## config.mk

```make
export PLATFORM = sky130hd
export DESIGN_NAME = multiplier
export DESIGN_NICKNAME = d
export VERILOG_FILES = /design/src/rtl/multiplier.sv
export SDC_FILE = /design/constraint.sdc
export NUM_CORES = 1
export LEC_CHECK = 0
export ABC_AREA = 1
export BUFFER_PORTS_ARGS = -buffer_cell sky130_fd_sc_hd__buf_2
export CORE_ASPECT_RATIO = 0.9
export CORE_MARGIN = 2
export CORE_UTILIZATION = 60
export CTS_CLUSTER_DIAMETER = 50
export CTS_CLUSTER_SIZE = 24
export DETAILED_ROUTE_END_ITERATION = 10
export PLACE_DENSITY = 0.79
export SKIP_LAST_GASP = 1
export SLEW_MARGIN = 20
export SYNTH_ARGS = -nofsm -noshare
export SYNTH_HDL_FRONTEND = slang
export SYNTH_SLANG_ARGS = --single-unit
export TNS_END_PERCENT = 50
```

## constraint.sdc

```tcl
create_clock -name sys_clk -period 3.26 [get_ports sys_clk]
set_clock_uncertainty 0.2 [all_clocks]
set_input_delay 0.326 -clock sys_clk [delete_from_list [all_inputs] [get_ports sys_clk]]
set_output_delay 0.326 -clock sys_clk [all_outputs]
set_load 0.01 [all_outputs]
```

## src/rtl/multiplier.sv

```systemverilog
// rtl/multiplier.sv - 16x16 sequential shift-add multiplier, 16 CALC cycles, registered 32-bit product.
// Define MULTIPLIER_SIGNED_EN for two's-complement operands; the default build is unsigned.
module multiplier (
   input  logic        sys_clk,
   input  logic        sys_rst_n,
   input  logic        start,
   input  logic [15:0] A,
   input  logic [15:0] B,
   output logic [31:0] Prod,
   output logic        busy,
   output logic        done
);

   typedef enum logic [1:0] {
      S_IDLE = 2'd0,
      S_CALC = 2'd1,
      S_DONE = 2'd2
   } state_t;

   state_t      state_q, state_d;
   logic [15:0] mcand_q, mcand_d;
   logic [15:0] mult_q, mult_d;
   logic [3:0]  idx_q, idx_d;
   logic [31:0] acc_q, acc_d;
   logic [31:0] prod_q, prod_d;
   logic        done_q, done_d;
   logic [15:0] a_mag, b_mag;
   logic [31:0] result;

`ifdef MULTIPLIER_SIGNED_EN
   logic        neg_q, neg_d;

   // 0x8000 negates to itself, which read as unsigned is the correct magnitude 32768
   assign a_mag  = A[15] ? (~A + 16'd1) : A;
   assign b_mag  = B[15] ? (~B + 16'd1) : B;
   assign result = neg_q ? (~acc_q + 32'd1) : acc_q;
`else
   assign a_mag  = A;
   assign b_mag  = B;
   assign result = acc_q;
`endif

   always_ff @(posedge sys_clk) begin
      if (!sys_rst_n) begin
         state_q <= S_IDLE;
         mcand_q <= '0;
         mult_q  <= '0;
         idx_q   <= '0;
         acc_q   <= '0;
         prod_q  <= '0;
         done_q  <= 1'b0;
`ifdef MULTIPLIER_SIGNED_EN
         neg_q   <= 1'b0;
`endif
      end else begin
         state_q <= state_d;
         mcand_q <= mcand_d;
         mult_q  <= mult_d;
         idx_q   <= idx_d;
         acc_q   <= acc_d;
         prod_q  <= prod_d;
         done_q  <= done_d;
`ifdef MULTIPLIER_SIGNED_EN
         neg_q   <= neg_d;
`endif
      end
   end

   always_comb begin
      state_d = state_q;
      case (state_q)
         S_IDLE:  if (start) state_d = S_CALC;
         S_CALC:  if (idx_q == 4'd15) state_d = S_DONE;
         S_DONE:  state_d = S_IDLE;
         default: state_d = S_IDLE;
      endcase
   end

   always_comb begin
      mcand_d = mcand_q;
      mult_d  = mult_q;
      idx_d   = idx_q;
      acc_d   = acc_q;
      prod_d  = prod_q;
      done_d  = 1'b0;
`ifdef MULTIPLIER_SIGNED_EN
      neg_d   = neg_q;
`endif
      case (state_q)
         S_IDLE: begin
            if (start) begin
               mcand_d = a_mag;
               mult_d  = b_mag;
               idx_d   = 4'd0;
               acc_d   = 32'd0;
`ifdef MULTIPLIER_SIGNED_EN
               neg_d   = A[15] ^ B[15];
`endif
            end
         end
         S_CALC: begin
            if (mult_q[0]) acc_d = acc_q + (32'(mcand_q) << idx_q);
            mult_d = mult_q >> 1;
            idx_d  = idx_q + 4'd1;
         end
         S_DONE: begin
            prod_d = result;
            done_d = 1'b1;
         end
         default: ;
      endcase
   end

   always_comb begin
      busy = (state_q == S_CALC) || (state_q == S_DONE);
   end

   assign Prod = prod_q;
   assign done = done_q;

endmodule

```

==> flow_metrics.py, run 1 <==
metrics = {
    "outcome": {
        "status": "complete, no violations",
    },
    "sta": {
        "setup_viol": 0,
        "fin_ws_ps": 41.2,
        "rsz0062_at_grt": "true",
        "max_slew_margin": 0.574,
        "tightest_slew_ps": 638,
        "timing.fmax_ghz": 0.311,
        "timing.final.crit_period_ps": 3220,
        "hold_ws_ps": 11.0,
        "hold_viol": 0,
        "slew_violations": 0,
        "fin_crit_sh": 0.987,
    },
    "pwr": {
        "power.density_nw_per_um2": 431,
        "total_leakage_power_nw": 4.01,
        "peakVddDrop_mv": 0.483,
        "p_total_mw": 3.44,
    },
    "synthesis": {
        "synth-seq-cells": 103,
        "synth_top_flop_cell": "dfxtp_1",
        "synthTopCellsByArea": "dfxtp_1 30%, nand2_1 20%, nor2_1 8.6%, o21ai_0 7.9%, inv_1 7.3%",
        "synth_area_um2": 6810,
        "yosys-top-cells-count": "360 x nand2_1, 156 x nor2_1, 132 x inv_1",
        "synth_cell_type_count": 34,
        "synth_edf_count": 0,
        "avgSynthCellArea_um2": 5.98,
        "synth_top_area_cell": "dfxtp_1",
        "synth-seq-area-share": 0.303,
        "yosysMostFrequentCell": "nand2_1",
        "yosysWarningCount": 0,
        "yosysTopAreaCellShare": 0.303,
        "synth_cells": 1139,
        "synth_nets": 1210,
        "async_reset_ff_frac": 0,
    },
    "critical_path": {
        "rrSetupSlack_ps": 40,
        "worstPathArrival_ps": 3310,
        "regToRegStartpoint": "idx_q[0]$_SDFFE_PN0P_",
        "timing.rr.end": "acc_q[20]$_SDFFE_PN0P_",
        "start_kind": "flip-flop",
        "worstSetupPathType": "flip-flop to flip-flop",
        "critPathCaptureType": "flip-flop",
        "worstRegToRegCells": 18,
        "worst-path-max-fanout": 8,
        "required_ps": 3350,
    },
    "placement": {
        "dp_slack_ps": 112,
        "gp_congestion": 1.02,
        "port_buffers": 68,
        "dp.cells": 1331,
        "hpwl_um": 13900,
    },
    "detailed_routing": {
        "drtIter0Drc": 637,
        "antenna_left": 0,
        "wl_per_cell_um": 14.2,
        "drc_errors": 0,
        "wl_um": 19400,
        "firstDrtPassIters": 6,
        "via_count": 7377,
        "routed_via_density": 5.42,
    },
    "final_layout": {
        "diodes": 0,
        "area_delta_synth_final_pct": 17.1,
        "num-fill-cells": 974,
        "nets": 1276,
        "layout-drive-gt1-share": 0.167,
        "stdcell_count": 1362,
    },
    "clocking": {
        "ctsLongestPathBuffers": 2,
        "clock-root-buffer": "clkbuf_16",
        "htree_levels": 3,
        "clk_latency_ps": 360,
        "clkSinkCount": 103,
        "cts_tree": "done",
        "cts_made_buffers": 9,
        "clk_pin_slew_ps": 70,
    },
    "global_routing": {
        "antenna_found_initial": 0,
        "grt_pass1_wl_um": 30700,
        "grt_max_degree": 66,
        "overflow": 0,
        "grt.total_usage": 0.317,
        "grt_pass1_vias": 6468,
    },
    "die": {
        "num_rows": 36,
        "initial_core_util": 0.622,
        "ios": 69,
        "die_h_um": 105,
        "core_um2": 10900,
        "die_w_um": 116,
        "dieArea_um2": 12200,
    },
    "worst_hold_path": {
        "holdCritStartpoint": "A[8]",
        "whs_endpoint": "mcand_q[8]$_SDFFE_PN0P_",
        "hold_path_depth": 3,
        "hp-class": "input port to flip-flop",
    },
    "flow_run": {
        "max_cap_violations": 0,
    },
}
timing repair:
item,4_1_cts,5_1_grt
buffers inserted,0,14
setup endpoints to repair,0,23
hold buffers,0,0
resized for setup,0,102
report_power, final:
part | internal (mW) | switching (mW)
clock | 0.615 | 0.537
combinational | 0.294 | 0.551
sequential | 1.37 | 0.0654
total | 2.28 | 1.15
final cells by class:
type	count	area, um2	share of cell area
repair buffers	100	592	0.0742
clock buffers	9	225	0.0282
well taps	152	190	0.0239
repair inverters	1	5.00	0.000628
inverters	135	514	0.0645
multi-input cells	855	4290	0.538
flip-flops and latches	103	2060	0.259
clock inverters	7	90.1	0.0113
registers in the layout, summed over array words and instances (netlist names):
register and count:
Prod 32, acc_q 32, done 1, idx_q 4
mcand_q 16, mult_q 16, state_q 2
worst max-delay path by stage:
stage | from | end | cells after the start
after CTS | idx_q[0]$_SDFFE_PN0P_ | acc_q[23]$_SDFFE_PN0P_ | 21
after global routing | idx_q[0]$_SDFFE_PN0P_ | acc_q[23]$_SDFFE_PN0P_ | 20
after detailed placement | idx_q[0]$_SDFFE_PN0P_ | acc_q[27]$_SDFFE_PN0P_ | 18
final | idx_q[0]$_SDFFE_PN0P_ | acc_q[20]$_SDFFE_PN0P_ | 18
after floorplan | idx_q[0]$_SDFFE_PN0P_ | acc_q[16]$_SDFFE_PN0P_ | 19
after global placement | idx_q[0]$_SDFFE_PN0P_ | acc_q[23]$_SDFFE_PN0P_ | 21
per-stage QoR:
stage,instance area (um2),utilization,TNS (ps)
floorplan,6810,-,0
global placement,7280,0.665,0
detailed placement,7280,0.665,0
CTS,7590,0.694,0
global route,7970,0.728,-517
finish,7970,0.728,0
per-layer routing:
metal	wire length (um)	global-route usage	share of wire
met1	9120	0.449	0.47
met2	8430	0.481	0.43
met3	1450	0.0754	0.075
met4	381	0.0842	0.020
met5	0	0	0
placed cells by master (no fill, tap or decap), types with 2 or more instances in the layout:
cell type	count
nor2_2	16
o21ai_1	28
ha_1	26
buf_2	68
nor2_1	140
o21ai_2	10
clkbuf_16	9
dfxtp_1	101
buf_6	3
clkinv_1	2
a31oi_1	16
a21o_1	2
nand3_2	4
nor3_1	2
dfxtp_2	2
inv_1	129
inv_2	2
nand2_1	345
clkinvlp_4	3
nand3b_1	4
o22ai_1	3
nor3_2	3
nand3_1	56
o21bai_1	2
a21oi_1	57
ha_4	4
nand4_1	6
inv_8	2
mux2i_1	2
or2_2	3
buf_4	29
a21oi_2	14
ha_2	5
nand2_2	16
o21ai_0	81
kinds of logic (layout without fill, tap and decap cells):
| logic type | after synthesis | in the layout | synth area share |
|---|---|---|---|
| adder cells (fa/ha/maj) | 36 | 36 | 0.0673 |
| buffers and inverters | 181 | 252 | 0.103 |
| AND/OR/NAND/NOR | 598 | 598 | 0.349 |
| multiplexers | 3 | 3 | 0.00441 |
| AO/OA/AOI/OAI | 217 | 217 | 0.172 |
| flip-flops | 103 | 103 | 0.303 |
| XOR/XNOR | 1 | 1 | 0.00129 |
worst max-delay path, cell delays in order, from the launching register on:
cell and delay [ps]:
dfxtp_2 340, clkinvlp_4 120, buf_6 130, buf_4 100, nand2_1 80, o21ai_1 280
nand2_1 130, o21ai_0 250, buf_4 170, ha_2 300, nand2_1 100, inv_1 70
a21oi_1 250, nand3_2 180, nand2_1 130, nand2_1 50, nand2_1 50, nand3_1 70
a21oi_1 140
Note: power is estimated with default switching activity, not from simulation.
==> inputs of run 2 (changes only) <==
==> constraint.sdc (replaced) <==
create_clock -name sys_clk -period 3.26 [get_ports sys_clk]
set_clock_uncertainty 0.2 [all_clocks]
set_input_delay 0.163 -clock sys_clk [delete_from_list [all_inputs] [get_ports sys_clk]]
set_output_delay 0.163 -clock sys_clk [all_outputs]
set_load 0.01 [all_outputs]
==> flow_metrics.py, run 2 (same netlist as run 1, synthesis figures left out) <==
metrics = {
    "pwr": {
        "power.density_nw_per_um2": 417,
        "peakVddDrop_mv": 0.466,
        "total_leakage_power_nw": 4.09,
        "p_total_mw": 3.34,
    },
    "clocking": {
        "htree_levels": 3,
        "clk_latency_ps": 370,
        "clk_pin_slew_ps": 80,
        "clkSinkCount": 103,
        "cts_tree": "done",
        "clock-root-buffer": "clkbuf_16",
        "cts_made_buffers": 9,
        "ctsLongestPathBuffers": 2,
    },
    "detailed_routing": {
        "via_count": 7408,
        "drtIter0Drc": 609,
        "antenna_left": 0,
        "wl_um": 20000,
        "wl_per_cell_um": 14.4,
        "drc_errors": 0,
        "routed_via_density": 5.35,
        "firstDrtPassIters": 7,
    },
    "die": {
        "num_rows": 36,
        "dieArea_um2": 12200,
        "core_um2": 10900,
        "ios": 69,
        "die_w_um": 116,
        "die_h_um": 105,
        "initial_core_util": 0.622,
    },
    "sta": {
        "tightest_slew_ps": 606,
        "fin_crit_sh": 0.946,
        "rsz0062_at_grt": "true",
        "setup_viol": 0,
        "hold_viol": 0,
        "fin_ws_ps": 176,
        "timing.fmax_ghz": 0.324,
        "hold_ws_ps": 27.1,
        "max_slew_margin": 0.596,
        "slew_violations": 0,
        "timing.final.crit_period_ps": 3080,
    },
    "critical_path": {
        "rrSetupSlack_ps": 180,
        "worstSetupPathType": "flip-flop to flip-flop",
        "worst-path-max-fanout": 6,
        "start_kind": "flip-flop",
        "worstRegToRegCells": 18,
        "regToRegStartpoint": "idx_q[0]$_SDFFE_PN0P_",
        "critPathCaptureType": "flip-flop",
        "required_ps": 3360,
        "worstPathArrival_ps": 3190,
        "timing.rr.end": "acc_q[30]$_SDFFE_PN0P_",
    },
    "final_layout": {
        "nets": 1298,
        "mostFrequentLayoutCells": "353 x nand2_1, 147 x nor2_1, 131 x inv_1",
        "fin_util": 0.733,
        "area_delta_synth_final_pct": 17.8,
        "diodes": 0,
        "mostFrequentLayoutCell": "nand2_1",
        "layout-drive-gt1-share": 0.126,
    },
    "outcome": {
        "status": "complete, no violations",
    },
    "flow_run": {
        "max_cap_violations": 0,
    },
    "placement": {
        "hpwl_um": 13900,
        "dp_slack_ps": 141,
        "port_buffers": 68,
        "gp_congestion": 0.965,
    },
    "global_routing": {
        "antenna_found_initial": 0,
        "grt_pass1_vias": 6752,
        "overflow": 0,
        "grt_max_degree": 66,
        "grt.total_usage": 0.335,
        "grt_pass1_wl_um": 32400,
    },
    "worst_hold_path": {
        "holdCritStartpoint": "start",
        "hold_path_depth": 4,
        "hp-class": "input port to flip-flop",
        "whs_endpoint": "state_q[1]$_SDFFE_PN0P_",
    },
}
[run 2: changes by cell type in the layout (fill, tap and decap cells not counted), moves of 3 or more]
cell,delta
nor2_2,-7
buf_4,-6
buf_6,-3
ha_4,-4
nand2_2,-8
ha_1,+6
o21ai_2,-8
o21ai_0,+10
nand2_1,+8
dlygate4sd3_1,+32
nor2_1,+7
[run 2: final cells by class]
class,count,area [um2]
Clock inverter,6,50.0
Fill cell,956,2930
Multi-Input combinational cell,855,4140
Tap cell,152,190
Clock buffer,10,239
Inverter,135,507
Sequential cell,103,2060
Timing Repair Buffer,123,833
[run 2: repair_timing]
| item | in CTS | in global routing |
|---|---|---|
| resized for setup | 0 | 47 |
| endpoints found under the hold margin | 32 | 0 |
| hold buffers | 32 | 0 |
| endpoints found under the setup margin | 0 | 22 |
| buffers inserted | 0 | 3 |
[run 2: power breakdown]
group | switching, mW | internal, mW
sequential | 0.0658 | 1.37
combinational | 0.536 | 0.290
clock | 0.526 | 0.550
[run 2: how the worst max path moves through the flow]
stage,endpoint,slack (ps),cells past startpoint,startpoint
after global routing,acc_q[30]$_SDFFE_PN0P_,-70,19,idx_q[0]$_SDFFE_PN0P_
final,acc_q[30]$_SDFFE_PN0P_,180,18,idx_q[0]$_SDFFE_PN0P_
after global placement,acc_q[19]$_SDFFE_PN0P_,130,18,idx_q[0]$_SDFFE_PN0P_
after floorplan,acc_q[16]$_SDFFE_PN0P_,480,19,idx_q[0]$_SDFFE_PN0P_
after CTS,acc_q[19]$_SDFFE_PN0P_,70,15,idx_q[0]$_SDFFE_PN0P_
after detailed placement,acc_q[19]$_SDFFE_PN0P_,140,18,idx_q[0]$_SDFFE_PN0P_
[run 2: stage by stage]
step | std cells | cell area, um2 | setup TNS (ps)
2_1_floorplan | 1139 | 6810 | 0
3_3_place_gp | 1333 | 7290 | 0
3_5_place_dp | 1333 | 7290 | 0
4_1_cts | 1381 | 7900 | 0
5_1_grt | 1384 | 8020 | -164
6_report | 1384 | 8020 | 0
[run 2: critical path, stage by stage, from the launching register on]
cell,delay (ps)
dfxtp_2,330
inv_1,80
buf_4,130
nand2_1,70
o21ai_0,280
nand2_1,120
o21ai_0,280
ha_1,380
nand2_1,140
inv_1,60
nand2_1,90
inv_1,100
a21oi_1,190
nand2_2,130
nand2_2,120
nand2_1,60
nand2_1,60
nand3_1,70
a21oi_1,140
[run 2: metal layers]
metal | GRT usage | up-vias | wire length [um]
li1 | - | 3808 | -
met1 | 0.474 | 3357 | 9650
met2 | 0.519 | 211 | 8910
met3 | 0.0539 | 32 | 990
met4 | 0.101 | 0 | 420
met5 | 0 | - | 0
